$ cat config.mk
export PLATFORM = sky130hd
export DESIGN_NAME = hazard_ctrl_flat
export DESIGN_NICKNAME = d
export VERILOG_FILES = /design/src/rtl/hazard_ctrl_if.sv /design/src/rtl/hazard_ctrl.sv /design/src/flat_wrapper.sv
export SDC_FILE = /design/constraint.sdc
export NUM_CORES = 1
export LEC_CHECK = 0
export ABC_AREA = 1
export CAP_MARGIN = 20
export CORE_ASPECT_RATIO = 0.8
export CORE_MARGIN = 5
export CORE_UTILIZATION = 35
export CTS_BUF_LIST = sky130_fd_sc_hd__clkbuf_8
export CTS_CLUSTER_DIAMETER = 50
export DETAILED_ROUTE_END_ITERATION = 6
export GPL_TIMING_DRIVEN = 1
export PLACE_DENSITY_LB_ADDON = 0.3
export SYNTH_ARGS = -nofsm -noshare
export SYNTH_HDL_FRONTEND = slang
export SYNTH_SLANG_ARGS = --single-unit
export TNS_END_PERCENT = 5
$ cat constraint.sdc
create_clock -name clk -period 5.95 [get_ports clk]
set_clock_uncertainty 0.1 [all_clocks]
set_input_delay 1.19 -clock clk [delete_from_list [all_inputs] [get_ports clk]]
set_output_delay 1.19 -clock clk [all_outputs]
set_load 0.03 [all_outputs]
$ cat src/rtl/hazard_ctrl_if.sv
// Pipeline hazard control bundle: decode/execute hazard inputs and the
// pipeline-register enable/flush controls, plus the stall counter.
interface hazard_ctrl_if;
    logic [4:0]  id_rs;
    logic [4:0]  id_rt;
    logic        id_uses_rt;
    logic        ex_mem_read;
    logic [4:0]  ex_rt;
    logic        ex_md_start;
    logic        ex_md_div;
    logic        ex_branch_taken;

    logic        pc_en;
    logic        if_id_en;
    logic        if_id_flush;
    logic        id_ex_en;
    logic        id_ex_flush;
    logic        ex_mem_flush;
    logic        md_busy;
    logic        md_done;
    logic [31:0] stall_count;

    modport master (
        output id_rs, id_rt, id_uses_rt, ex_mem_read, ex_rt,
               ex_md_start, ex_md_div, ex_branch_taken,
        input  pc_en, if_id_en, if_id_flush, id_ex_en, id_ex_flush,
               ex_mem_flush, md_busy, md_done, stall_count
    );

    modport slave (
        input  id_rs, id_rt, id_uses_rt, ex_mem_read, ex_rt,
               ex_md_start, ex_md_div, ex_branch_taken,
        output pc_en, if_id_en, if_id_flush, id_ex_en, id_ex_flush,
               ex_mem_flush, md_busy, md_done, stall_count
    );
endinterface

$ cat src/rtl/hazard_ctrl.sv
// Pipeline control: load-use stall, taken-branch squash, mult/div freeze
// and a saturating frozen-cycle counter.
//
// state | meaning
// RUN   | normal flow; evaluates mult/div start, branch, load-use
// MD    | mult/div occupies EX; counter counts remaining frozen cycles
module hazard_ctrl #(
    parameter int MULT_CYCLES = 4,
    parameter int DIV_CYCLES  = 33,
    parameter int CNT_W       = 6
) (
    input  logic          clk,
    input  logic          rst,
    hazard_ctrl_if.slave  hz
);
    typedef enum logic {RUN, MD} state_t;

    localparam logic [CNT_W-1:0] MULT_LOAD = CNT_W'(MULT_CYCLES - 1);
    localparam logic [CNT_W-1:0] DIV_LOAD  = CNT_W'(DIV_CYCLES - 1);

    state_t           state_q, state_d;
    logic [CNT_W-1:0] cnt_q, cnt_d;
    logic [31:0]      stall_cnt_q;

    logic pc_en, if_id_en, if_id_flush, id_ex_en, id_ex_flush;
    logic ex_mem_flush, md_busy, md_done;
    logic load_use;

    assign load_use = hz.ex_mem_read && (hz.ex_rt != 5'd0) &&
                      ((hz.ex_rt == hz.id_rs) ||
                       (hz.id_uses_rt && (hz.ex_rt == hz.id_rt)));

    always_ff @(posedge clk or negedge rst) begin
        if (!rst) begin
            state_q     <= RUN;
            cnt_q       <= '0;
            stall_cnt_q <= '0;
        end else begin
            state_q <= state_d;
            cnt_q   <= cnt_d;
            if (!pc_en && (stall_cnt_q != 32'hFFFF_FFFF))
                stall_cnt_q <= stall_cnt_q + 32'd1;
        end
    end

    always_comb begin
        state_d      = state_q;
        cnt_d        = cnt_q;
        pc_en        = 1'b1;
        if_id_en     = 1'b1;
        if_id_flush  = 1'b0;
        id_ex_en     = 1'b1;
        id_ex_flush  = 1'b0;
        ex_mem_flush = 1'b0;
        md_busy      = 1'b0;
        md_done      = 1'b0;

        case (state_q)
            RUN: begin
                if (hz.ex_md_start) begin
                    pc_en        = 1'b0;
                    if_id_en     = 1'b0;
                    id_ex_en     = 1'b0;
                    ex_mem_flush = 1'b1;
                    md_busy      = 1'b1;
                    cnt_d        = hz.ex_md_div ? DIV_LOAD : MULT_LOAD;
                    state_d      = MD;
                end else if (hz.ex_branch_taken) begin
                    if_id_flush = 1'b1;
                    id_ex_flush = 1'b1;
                end else if (load_use) begin
                    pc_en       = 1'b0;
                    if_id_en    = 1'b0;
                    id_ex_flush = 1'b1;
                end
            end
            MD: begin
                if (cnt_q != '0) begin
                    pc_en        = 1'b0;
                    if_id_en     = 1'b0;
                    id_ex_en     = 1'b0;
                    ex_mem_flush = 1'b1;
                    md_busy      = 1'b1;
                    cnt_d        = cnt_q - 1'b1;
                end else begin
                    // release: mult/div result moves on, no bubble behind it
                    md_done = 1'b1;
                    state_d = RUN;
                end
            end
            default: state_d = RUN;
        endcase

        if (!rst) begin
            pc_en        = 1'b0;
            if_id_en     = 1'b0;
            id_ex_en     = 1'b1;
            if_id_flush  = 1'b1;
            id_ex_flush  = 1'b1;
            ex_mem_flush = 1'b1;
            md_busy      = 1'b0;
            md_done      = 1'b0;
        end
    end

    assign hz.pc_en        = pc_en;
    assign hz.if_id_en     = if_id_en;
    assign hz.if_id_flush  = if_id_flush;
    assign hz.id_ex_en     = id_ex_en;
    assign hz.id_ex_flush  = id_ex_flush;
    assign hz.ex_mem_flush = ex_mem_flush;
    assign hz.md_busy      = md_busy;
    assign hz.md_done      = md_done;
    assign hz.stall_count  = stall_cnt_q;
endmodule

$ cat src/flat_wrapper.sv
// flat-port wrapper written by rule: the top's interface ports become plain ports
module hazard_ctrl_flat 
#(
    parameter int MULT_CYCLES = 4,
    parameter int DIV_CYCLES  = 33,
    parameter int CNT_W       = 6
)
  (clk, rst, hz_id_rs, hz_id_rt, hz_id_uses_rt, hz_ex_mem_read, hz_ex_rt, hz_ex_md_start, hz_ex_md_div, hz_ex_branch_taken, hz_pc_en, hz_if_id_en, hz_if_id_flush, hz_id_ex_en, hz_id_ex_flush, hz_ex_mem_flush, hz_md_busy, hz_md_done, hz_stall_count);
  hazard_ctrl_if hz_i ();
  input  logic clk;
  input  logic rst;
  input wire logic [$bits(hz_i.id_rs)-1:0] hz_id_rs;
  input wire logic [$bits(hz_i.id_rt)-1:0] hz_id_rt;
  input wire logic [$bits(hz_i.id_uses_rt)-1:0] hz_id_uses_rt;
  input wire logic [$bits(hz_i.ex_mem_read)-1:0] hz_ex_mem_read;
  input wire logic [$bits(hz_i.ex_rt)-1:0] hz_ex_rt;
  input wire logic [$bits(hz_i.ex_md_start)-1:0] hz_ex_md_start;
  input wire logic [$bits(hz_i.ex_md_div)-1:0] hz_ex_md_div;
  input wire logic [$bits(hz_i.ex_branch_taken)-1:0] hz_ex_branch_taken;
  output wire logic [$bits(hz_i.pc_en)-1:0] hz_pc_en;
  output wire logic [$bits(hz_i.if_id_en)-1:0] hz_if_id_en;
  output wire logic [$bits(hz_i.if_id_flush)-1:0] hz_if_id_flush;
  output wire logic [$bits(hz_i.id_ex_en)-1:0] hz_id_ex_en;
  output wire logic [$bits(hz_i.id_ex_flush)-1:0] hz_id_ex_flush;
  output wire logic [$bits(hz_i.ex_mem_flush)-1:0] hz_ex_mem_flush;
  output wire logic [$bits(hz_i.md_busy)-1:0] hz_md_busy;
  output wire logic [$bits(hz_i.md_done)-1:0] hz_md_done;
  output wire logic [$bits(hz_i.stall_count)-1:0] hz_stall_count;
  assign hz_i.id_rs = hz_id_rs;
  assign hz_i.id_rt = hz_id_rt;
  assign hz_i.id_uses_rt = hz_id_uses_rt;
  assign hz_i.ex_mem_read = hz_ex_mem_read;
  assign hz_i.ex_rt = hz_ex_rt;
  assign hz_i.ex_md_start = hz_ex_md_start;
  assign hz_i.ex_md_div = hz_ex_md_div;
  assign hz_i.ex_branch_taken = hz_ex_branch_taken;
  assign hz_pc_en = hz_i.pc_en;
  assign hz_if_id_en = hz_i.if_id_en;
  assign hz_if_id_flush = hz_i.if_id_flush;
  assign hz_id_ex_en = hz_i.id_ex_en;
  assign hz_id_ex_flush = hz_i.id_ex_flush;
  assign hz_ex_mem_flush = hz_i.ex_mem_flush;
  assign hz_md_busy = hz_i.md_busy;
  assign hz_md_done = hz_i.md_done;
  assign hz_stall_count = hz_i.stall_count;
  hazard_ctrl #(.MULT_CYCLES(MULT_CYCLES), .DIV_CYCLES(DIV_CYCLES), .CNT_W(CNT_W)) u_core (.clk(clk), .rst(rst), .hz(hz_i));
endmodule
==> After elaboration in Yosys (flattened, before gate mapping) <==
Index checks and enable logic that the tools add are counted.
{ "word_totals": {"mem_bits_rw": 0, "mem_count": 0, "out_inout_bits": 40, "input_bits": 22, "romBits": 0, "ff_bits": 39, "latch_bits": 0, "wordCells": 49} }
{ "op_classes": {"shift": 0, "n_mul": 0, "eq_ne": 5, "add_sub_neg": 2, "bitwise": 1, "n_lt_le_gt_ge": 0, "reduce_logical": 9, "n_div": 0, "mux": 29} }
{ "ops": {"columns": ["op", "count"], "rows": [
  ["$add 32x1->32 const B", 1],
  ["$ne 32x32->1 const B", 1],
  ["$mux 1", 22],
  ["$mux 6", 3],
  ["$pmux 6 s2", 1],
  ["$eq 5x5->1", 2],
  ["$pmux 1 s2", 3],
  ["$reduce_bool 6->1", 1],
  ["$sub 6x1->6 const B", 1],
  ["$reduce_bool 5->1", 1],
  ["$logic_and 1x1->1", 4],
  ["$ne 2x2->1 const B", 2],
  ["$reduce_and 2->1", 1],
  ["$logic_not 1->1", 1],
  ["$logic_or 1x1->1", 1],
  ["$not 1->1", 1]
]} }

==> Longest topological paths before layout <==
Gate-level depths: netlist of run 1.
{ "logic_depth": {"word_depth": 11, "depth_mapped": 13, "depth_no_buf": 12} }

==> Least setup slack after synthesis of run 1 <==
Ideal clock, no wire load.
{ "synth_timing": {"kind": "input to output", "start": "in rst", "end": "out hz_pc_en", "stages": 8, "setup_slack_ps": 2090, "t_required_ps": 4660, "arrival_ps": 2570, "path_buffers": 2, "cell_sequence": "inv_1 nor2_1 nor2_1 nand3_1 nand2_1 buf_2 inv_1 buf_4"} }
{ "synth_between": {"elab_chain_cells": 1} }
{ "synth_lines": {"columns": ["item", "line", "source"], "rows": [
  ["from (decl)", "flat_wrapper.sv:11", "input logic rst;"],
  ["$mux 1", null, null],
  ["to (decl)", "flat_wrapper.sv:20", "output wire logic [$bits(hz_i.pc_en)-1:0] hz_pc_en;"]
]} }
No other way between the ends.

==> Final worst setup path of run 1 <==
{ "layout_timing": {"start": "in hz_ex_rt[4]", "end": "out hz_pc_en"} }
{ "layout_between": {"elab_chain_cells": 9, "elab_cells_between_ends": 12, "cone_classes": "2 x eq/ne; 5 x mux; 5 x reduce/logical"} }
{ "layout_lines": {"columns": ["item", "line", "source"], "rows": [
  ["from (decl)", "flat_wrapper.sv:16", "input wire logic [$bits(hz_i.ex_rt)-1:0] hz_ex_rt;"],
  ["$eq 5x5->1", "hazard_ctrl.sv:31", "(hz.id_uses_rt && (hz.ex_rt == hz.id_rt)));"],
  ["$logic_and 1x1->1", "hazard_ctrl.sv:31", null],
  ["$logic_or 1x1->1", "hazard_ctrl.sv:30", "((hz.ex_rt == hz.id_rs) ||"],
  ["$logic_and 1x1->1 (*)", "hazard_ctrl.sv:29", "assign load_use = hz.ex_mem_read && (hz.ex_rt != 5'd0) &&"],
  ["$mux 1 (*)", "hazard_ctrl.sv:71", "end else if (load_use) begin"],
  ["$mux 1 (*)", "hazard_ctrl.sv:68", "end else if (hz.ex_branch_taken) begin"],
  ["$mux 1 (*)", "hazard_ctrl.sv:60", "if (hz.ex_md_start) begin"],
  ["$pmux 1 s2 (*)", "hazard_ctrl.sv:58", "case (state_q)"],
  ["$mux 1 (*)", "hazard_ctrl.sv:94", "if (!rst) begin"]
]} }
Mark *: on every way between the ends. The rest lies on a longest branch, timed or not.

==> impl_results.md, run 1 <==
- Number of remaining DRC errors: 0
- Pre-antenna DRT Iters: 5
- Largest delay share family, worst path: buffers and inverters
- Die area: 10300 sq um
- GR Overflow Total: 0
- Cts bufs inserted: 5
- Antenna violations before repair: 0
- Clock Latency Late Sink: 0.30 ns
- CP max stage delay: 0.59 ns
- Gr usage total: 0.149
- Synthesized area per cell: 6.38 sq um
- Crit Path Max Fanout: 3
- Worst slew margin: 0.650
- Ant. Diodes: 0
- Hold Crit Start: u_core.hz.stall_count[23]$_DFFE_PN0P_
- Slowest stage cell, crit path: clkdlybuf4s50_1
- Max_cap viols: 0
- Maximum vdd drop: 0.212 mV
- Number of gates resized after CTS: 0
- Power per cell area: 291 nW/um^2
- Gpl congestion: 0.885
- Setup TNS: 0 ns
- Number of global-route vias before repair: 2611
- RR Endpoint: u_core.hz.stall_count[19]$_DFFE_PN0P_
- Hold crit path type: register to register
- Crit path DAT: around 3.0 ns
- Most common cell after layout, fill and taps aside: nand2_1
- Routed WL: 7650 um
- Setup crit start kind: primary input
- Area grow syn2layout: 27.3%
- Reg2reg path depth: 9
- Setup repair bufs after CTS: 0
- Die height: 91.8 um
- Mapped Area: 2930 sq um
- Largest net degree at the start of global routing: 40
- Vias: 2901
- Initial drt markers: approximately 150
- Sequential cell area fraction in the yosys report: 0.333
- Sink Count: 39
- Count of final hold-check violations: 0
- Worst path cell trace: clkdlybuf4s50_1, inv_1, nand2_1, nand2_1, nor2_1, nand3_1, nand2_1, nand3_1, nand2_1, inv_1, clkdlybuf4s50_1
- Clk buf depth: 2
- Synth Net Count: 483
- Crit path launch: hz_ex_rt[4]
- CP Class: primary input to output pin
- Fin Hold WS: 0.431 ns
- H-tree level count: 2
- Clock slew at reported path FFs: approximately 0.070 ns
- Fmax: about 230 MHz
- CP endpoint kind: output pin
- # nets final: 542
- TritonCTS clock tree: built
- Min Tclk post-route: 4.32 ns
- Synth warn: 0
- Post-route design area: 3720 sq um
- Ratio of cells with drive above 1 in the final layout: 0.0694
- Synthesized instance count: 459
- Final ANT Viol Nets: 0
- Final setup vio count: 0
- Worst reg-to-reg setup slack: approximately 3.4 ns
- Num rows: 29
- PortBufs: slightly above 60
- Slew at the pin closest to its max-slew limit: around 0.52 ns
- # IOs: just over 60
- Core Area: 8060 sq um
- CP Data Required Time: 4.66 ns
- Most frequent cells in the layout: nand2_1 (184), clkdlybuf4s50_1 (60), inv_1 (57), nor2_1 (48), nand3_1 (46)
- Root Buffer: clkbuf_8
- Die width: 112 um
- WHS Endpoint: u_core.hz.stall_count[23]$_DFFE_PN0P_
- Hold-critical path depth: 2
- RR Startpoint: u_core.hz.stall_count[0]$_DFFE_PN0P_
- First-pass GRT wire length: 12700 um
- Synth cell types: 27
- WP buf/inv: 4
- RSZ-0062 raised after global routing: no
- Initial Utilization: 0.363
- Area after DPL: around 3600 sq um
- FF+latch count, synth: 39
- Detailed-route wire length per cell: 12.2 um
- Most frequent CP cell: nand2_1
- # hold bufs at CTS: 0
- Static leakage: 1.83 nW
- DP HPWL: 5940 um
- Pins Over Slew Limit: 0
- Period utilization: 0.726
- Via density per instance: roughly 4.6
- Status: complete, no violations
-- routing by layer --
metal  track usage  part of all wire  vias to the layer above
li1              -                 -                     1533
met1         0.218              0.51                     1294
met2         0.225              0.43                       65
met3        0.0303             0.053                        9
met4        0.0320             0.010                        0
met5             0                 0                        -
-- registers in the layout (all words and copies together) (netlist names) --
signal                 count
u_core.state_q             1
u_core.hz.stall_count     32
u_core.cnt_q               6
-- worst min-delay path: stages (launching register included) --
cell,delay [ns]
dfrtp_1,0.39
nand2_1,0.06
nand2_1,0.05
-- kinds of logic (layout without fill, tap and decap cells) --
kind of cell / count (synthesis) / after routing / share of synthesized area
AOI/OAI and AO/OA: 9 / 9 / 0.0171
buffers and inverters: 74 / 134 / 0.112
adders and majority gates: 2 / 2 / 0.00855
and+or+nand+nor: 317 / 317 / 0.475
xor gates and xnor gates: 18 / 18 / 0.0539
DFF: 39 / 39 / 0.333
-- cell type report --
type	count	area, sq um
clock buffer	5	68.8
multi-input combinational	346	1620
clock inverter	3	63.8
inverter	63	236
timing repair buffer	63	621
tap	108	135
sequential	39	976
fill	828	4330
-- Yosys cell counts, drive strengths merged --
cell type | count | area share
a21oi | 3 | 0.0051
a22oi | 2 | 0.0051
and3 | 1 | 0.0021
buf | 11 | 0.031
dfrtp | 39 | 0.33
ha | 2 | 0.0085
inv | 63 | 0.081
nand2 | 188 | 0.24
nand3 | 47 | 0.082
nand3b | 5 | 0.013
nand4 | 8 | 0.022
nor2 | 58 | 0.090
nor3 | 8 | 0.017
nor3b | 1 | 0.0026
o21ai | 4 | 0.0068
or2 | 1 | 0.0021
xnor2 | 4 | 0.012
xor2 | 14 | 0.042
-- per-stage QoR --
step	cells	power (W)	utilization	setup WS (ns)
after CTS	627	0.00109	0.462	1.60
after detailed placement	619	0.000831	0.446	1.60
after global placement	619	0.000819	0.446	1.69
after global routing	627	0.00115	0.462	1.46
after floorplan	459	0.000684	-	2.09
final	627	0.00108	0.462	1.63
-- power by group --
group          total [W]  internal, W  switching, W
Sequential      0.000368     0.000315     0.0000533
Combinational   0.000454     0.000170      0.000284
Clock           0.000262     0.000166     0.0000960
Total            0.00108     0.000651      0.000433
-- how the worst max path moves through the flow --
stage	endpoint	slack, ns	cells past startpoint
floorplan	hz_pc_en	2.09	8
global route	hz_pc_en	1.46	9
CTS	hz_pc_en	1.60	11
global placement	hz_if_id_en	1.69	11
finish	hz_pc_en	1.63	11
detailed placement	hz_pc_en	1.60	11
No activity file was read; power rests on OpenSTA's default activity.
==> run 2, diff against run 1 <==
Clock period 5.95 ns to 4.4 ns, I/O delays scaled along.
==> run 2 against run 1 <==
Compared with the run above:
- sequential power up 35%
- highest routed layer unchanged
- worst hold slack better by 0.00083 ns
- largest cell class unchanged
- critical path depth decreased by 1
- register-to-register slack got worse by 1.5 ns
- count of clock-buffer cells in the layout grew 2
- power is 28% higher
- clock power increased by 6%
- critical path type unchanged
- first-iteration DRC count shrank 17%
==> impl_results.md, run 2 (same netlist as run 1, synthesis figures left out) <==
- Status: complete, no violations
- Total Power: 0.00138 W
- Place WS: 0.781 ns
- Fin Hold WS: 0.431 ns
- Slew at the pin closest to its max-slew limit: 0.502 ns
- Most common cell after layout, fill and taps aside: nand2_1
- Antenna violations before repair: 0
- RSZ-0062 raised after global routing: no
- Pins Over Slew Limit: 0
- Period utilization: 0.823
- Via density per instance: around 4.7
- Hold-critical path depth: 2
- Number of global-route vias before repair: approximately 2800
- Fmax: 276 MHz
- Final setup vio count: 0
- Pre-antenna DRT Iters: 5
- Fin worst setup slack: slightly below 0.8 ns
- Gpl congestion: ~0.90
- Hold crit path type: register to register
- DP HPWL: ~6000 um
- Met2 usage in global routing: 0.240
- Largest net degree at the start of global routing: 40
- Setup crit start kind: primary input
- WP buf/inv: 3
- Die width: roughly 110 um
- CP endpoint kind: output pin
- M3 GR Usage: 0.0276
- Die area: 10300 sq um
- Vias: 2931
- Min Tclk post-route: ~3.6 ns
- Grt peak-use layer: met2
- Gr usage total: 0.153
- Met1 global-route usage: 0.221
- Clock Latency Late Sink: 0.30 ns
- Largest delay share family, worst path: buffers and inverters
- TritonCTS clock tree: built
- Count of final hold-check violations: 0
- CP max stage delay: 0.66 ns
- Sink Count: 39
- GR Overflow Total: 0
- Max_cap viols: 0
- Crit Path Max Fanout: 3
- Worst path cell trace: clkdlybuf4s50_1, inv_1, nand2_1, nand2_1, nor2_1, nand3_1, nand2_1, nand3_1, nand2_1, clkdlybuf4s50_1
- Placed insts: 619
- Initial Utilization: 0.363
- Crit path DAT: about 2.6 ns
- Routed WL: 7690 um
- Worst slew margin: 0.664
- First-pass GRT wire length: 13200 um
- Static leakage: between 1.5 and 2 nW
- Detailed-route wire length per cell: 12.3 um
- Number of remaining DRC errors: 0
- Initial drt markers: 127
- Core Area: 8060 sq um
- # hold bufs at CTS: 0
- Most frequent cells in the layout: nand2_1 (184), clkdlybuf4s50_1 (58), inv_1 (56), nor2_1 (48), nand3_1 (46)
- H-tree level count: 2
- # nets final: 542
- CP Class: primary input to output pin
- Maximum vdd drop: 0.231 mV
- Most frequent CP cell: nand2_1
- Slowest stage cell, crit path: clkdlybuf4s50_1
- Num rows: 29
- Area grow syn2layout: 26.1%
- Final ANT Viol Nets: 0
- Largest register FFs: 32
- Reg2reg path depth: 9
- Root Buffer: clkbuf_8
- WHS Endpoint: u_core.hz.stall_count[24]$_DFFE_PN0P_
- Worst reg-to-reg setup slack: around 1.9 ns
- Number of gates resized after CTS: 0
- Hold Crit Start: u_core.hz.stall_count[24]$_DFFE_PN0P_
- RR Endpoint: u_core.hz.stall_count[19]$_DFFE_PN0P_
- PortBufs: 61
- Cts bufs inserted: 5
- Ant. Diodes: 0
- Power per cell area: 375 nW/um^2
- # IOs: just over 60
- RR Startpoint: u_core.hz.stall_count[0]$_DFFE_PN0P_
- Die height: 91.8 um
- Setup TNS: 0 ns
- CP Data Required Time: 3.42 ns
- Clock slew at reported path FFs: approximately 0.080 ns
- Post-Layout Cell Count: 627
- Ratio of cells with drive above 1 in the final layout: 0.0751
- Clk buf depth: 2
- Setup repair bufs after CTS: 0
run 2: cell count changes in the layout (fill, tap and decap cells not counted), sizes merged:
cell / previous run / this run
buf: 3 / 5
bufinv: 2 / 0
clkbuf: 5 / 7
clkdlybuf4s50: 60 / 58
clkinvlp: 0 / 1
inv: 64 / 63
run 2: power breakdown:
group / total (W) / leakage (nW) / internal [W] / switching (W)
Clock: 0.000277 / 0.0505 / 0.000143 / 0.000134
Sequential: 0.000495 / 0.519 / 0.000426 / 0.0000694
Combinational: 0.000612 / 1.25 / 0.000227 / 0.000385
run 2: per-layer routing:
layer  vias to the layer above  wire, um
met5                         -         0
met4                         0        88
met3                        10       320
met2                        59      3270
met1                      1331      4010
li1                       1531         -
run 2: through the flow:
| step | area (sq um) | utilization |
|---|---|---|
| finish | 3690 | 0.458 |
| global route | 3690 | 0.458 |
| CTS | 3690 | 0.458 |
| detailed placement | 3590 | 0.445 |
| global placement | 3590 | 0.445 |
| floorplan | 2930 | - |
run 2: final cells by class:
| class | count | area, sq um |
|---|---|---|
| multi-input combinational | 346 | 1620 |
| tap | 108 | 135 |
| clock inverter | 1 | 7.51 |
| inverter | 63 | 236 |
| clock buffer | 7 | 96.3 |
| sequential | 39 | 976 |
| fill | 836 | 4360 |
| timing repair buffer | 63 | 616 |
run 2: worst max path at each step:
stage	from	end	slack, ns	cells past startpoint
2_1_floorplan	rst	hz_pc_en	1.16	8
3_3_place_gp	hz_ex_rt[0]	hz_id_ex_flush	0.80	10
3_5_place_dp	hz_ex_rt[0]	hz_id_ex_flush	0.78	10
4_1_cts	hz_ex_rt[0]	hz_id_ex_flush	0.78	10
5_1_grt	hz_ex_rt[0]	hz_id_ex_flush	0.63	10
6_report	hz_ex_rt[4]	hz_id_ex_flush	0.78	10
run 2: tightest hold or removal path, stage by stage, from the launching register on:
cell     delay (ns)
dfrtp_1        0.39
nand2_1        0.06
nand2_1        0.05
==> run 3, diff against run 2 <==
Clock period 4.4 ns to 3.4 ns, I/O delays scaled along.
==> run 3 against run 2 <==
Compared with the run above:
- critical path depth stayed put
- final cell count is 0.16% higher
- cell area hardly changed
- register-to-register slack worse by 0.82 ns
- flip-flop and latch count stayed put
- non-clock buffer count is 2 higher
- critical path type unchanged
- highest routed layer unchanged
==> impl_results.md, run 3 (same netlist as run 1, synthesis figures left out) <==
- Crit path DAT: about 2.5 ns
- Clock slew at reported path FFs: around 0.08 ns
- Setup repair bufs after CTS: 0
- Sw frac: 0.427
- Via density per instance: 4.68
- Number of gates resized after CTS: 0
- # hold bufs at CTS: 0
- WP buf/inv: 3
- Worst slew margin: 0.669
- CP Data Required Time: 2.62 ns
- Worst path cell trace: clkdlybuf4s50_1, inv_2, nand2_1, nand2_1, nor2_1, nand3_1, nand2_1, nand3_1, nand2_1, clkdlybuf4s50_1
- Power per cell area: 478 nW/um^2
- Largest delay share family, worst path: buffers and inverters
- Fillcell total: 843
- Die height: 91.8 um
- H-tree level count: 2
- GR Overflow Total: 0
- Gpl congestion: 0.905
- Clk buf depth: 2
- Cell Int Power: 0.00101 W
- Static leakage: 1.82 nW
- Area after DPL: 3600 sq um
- Share of power burned in registers: 0.364
- Clock power frac: 0.184
- # IOs: 62
- Maximum vdd drop: around 0.33 mV
- Pins Over Slew Limit: 0
- Number of global-route vias before repair: 2715
- Crit Path Max Fanout: 4
- Die width: 112 um
- Gr usage total: 0.150
- Initial drt markers: between 150 and 200
- CP max stage delay: 0.66 ns
- Final setup vio count: 0
- Post-route design area: roughly 3700 sq um
- RSZ-0062 raised after global routing: no
- Core Area: 8060 sq um
- PortBufs: 61
- Cts bufs inserted: 5
- CP endpoint kind: output pin
- Antenna violations before repair: 0
- Most frequent cells in the layout: nand2_1 (184), clkdlybuf4s50_1 (58), inv_1 (56), nor2_1 (48), nand3_1 (46)
- Detailed-route wire length per cell: 12.1 um
- # nets final: 544
- CP Class: primary input to output pin
- Largest net degree at the start of global routing: 40
- DP HPWL: about 6000 um
- Hold crit path type: primary input to async pin
- Setup TNS: 0 ns
- Root Buffer: clkbuf_8
- Setup crit start kind: primary input
- Period utilization: 0.949
- Pre-antenna DRT Iters: 5
- Fin util: 0.458
- Initial Utilization: 0.363
- Final ANT Viol Nets: 0
- Slowest stage cell, crit path: clkdlybuf4s50_1
- Die area: 10300 sq um
- Num rows: 29
- Largest register FFs: 32
- Most common cell after layout, fill and taps aside: nand2_1
- Number of remaining DRC errors: 0
- Ant. Diodes: 0
- Area grow syn2layout: 26.1%
- Fmax: 310 MHz
- Switch Pwr: about 0.00075 W
- Count of final hold-check violations: 0
- TritonCTS clock tree: built
- Comb power frac: 0.452
- Vias: 2940
- Status: complete, no violations
- Min Tclk post-route: around 3.2 ns
- Routed WL: 7620 um
- First-pass GRT wire length: 12900 um
- Clock Latency Late Sink: about 0.30 ns
- Most frequent CP cell: nand2_1
- Max_cap viols: 0
- Ratio of cells with drive above 1 in the final layout: 0.0769
- Slew at the pin closest to its max-slew limit: between 0.4 and 0.5 ns
- Sink Count: 39
==> run 3: cell types whose count changed in the layout (fill, tap and decap cells not counted), sizes merged <==
cell	previous run	this run
clkinv	0	1
clkinvlp	1	0
buf	5	7
clkbuf	7	6
==> run 3: power by group through the flow <==
stage / combinational, W / sequential, W / clock, W
6_report: 0.000797 / 0.000641 / 0.000325
5_1_grt: 0.000880 / 0.000657 / 0.000352
4_1_cts: 0.000804 / 0.000641 / 0.000338
3_5_place_dp: 0.000803 / 0.000649 / 0
3_3_place_gp: 0.000791 / 0.000648 / 0
2_1_floorplan: 0.000482 / 0.000715 / 0
==> run 3: path summary, 6_finish.rpt <==
check,startpoint,end,slack [ns],cells after the start
hold reg to reg,u_core.hz.stall_count[22]$_DFFE_PN0P_,u_core.hz.stall_count[22]$_DFFE_PN0P_,0.43,2
setup / recovery,hz_ex_rt[0],hz_id_ex_flush,0.17,10
hold / removal,rst,u_core.hz.stall_count[28]$_DFFE_PN0P_,0.38,2
max in group asynchronous,rst,u_core.hz.stall_count[19]$_DFFE_PN0P_,2.47,2
setup reg to reg,u_core.hz.stall_count[0]$_DFFE_PN0P_,u_core.hz.stall_count[19]$_DFFE_PN0P_,1.05,9
min in group clk,u_core.hz.stall_count[22]$_DFFE_PN0P_,u_core.hz.stall_count[22]$_DFFE_PN0P_,0.43,2
==> run 3: per-layer routing <==
layer / vias to the layer above / GRT usage / routed length (um)
met5: - / 0 / 0
met4: 0 / 0.0350 / 86
met3: 9 / 0.0349 / 517
met2: 81 / 0.233 / 3180
met1: 1325 / 0.213 / 3830
li1: 1525 / - / -
==> run 3: final cells by class <==
| class | instances | area (sq um) | share of cell area |
|---|---|---|---|
| clock buffer | 6 | 82.6 | 0.0224 |
| clock inverter | 1 | 5.00 | 0.00136 |
| inverter | 63 | 236 | 0.0641 |
| multi-input combinational | 346 | 1620 | 0.440 |
| sequential | 39 | 976 | 0.264 |
| tap | 108 | 135 | 0.0366 |
| timing repair buffer | 65 | 631 | 0.171 |
==> run 3: metrics by stage <==
stage	hold WS, ns	setup slack, ns	total power [W]	std cells
after global routing	0.449	0.0511	0.00189	628
final	0.384	0.174	0.00176	628
after floorplan	0.284	0.490	0.00120	459
after detailed placement	0.415	0.177	0.00145	621
after global placement	0.410	0.205	0.00144	621
after CTS	0.408	0.173	0.00178	628
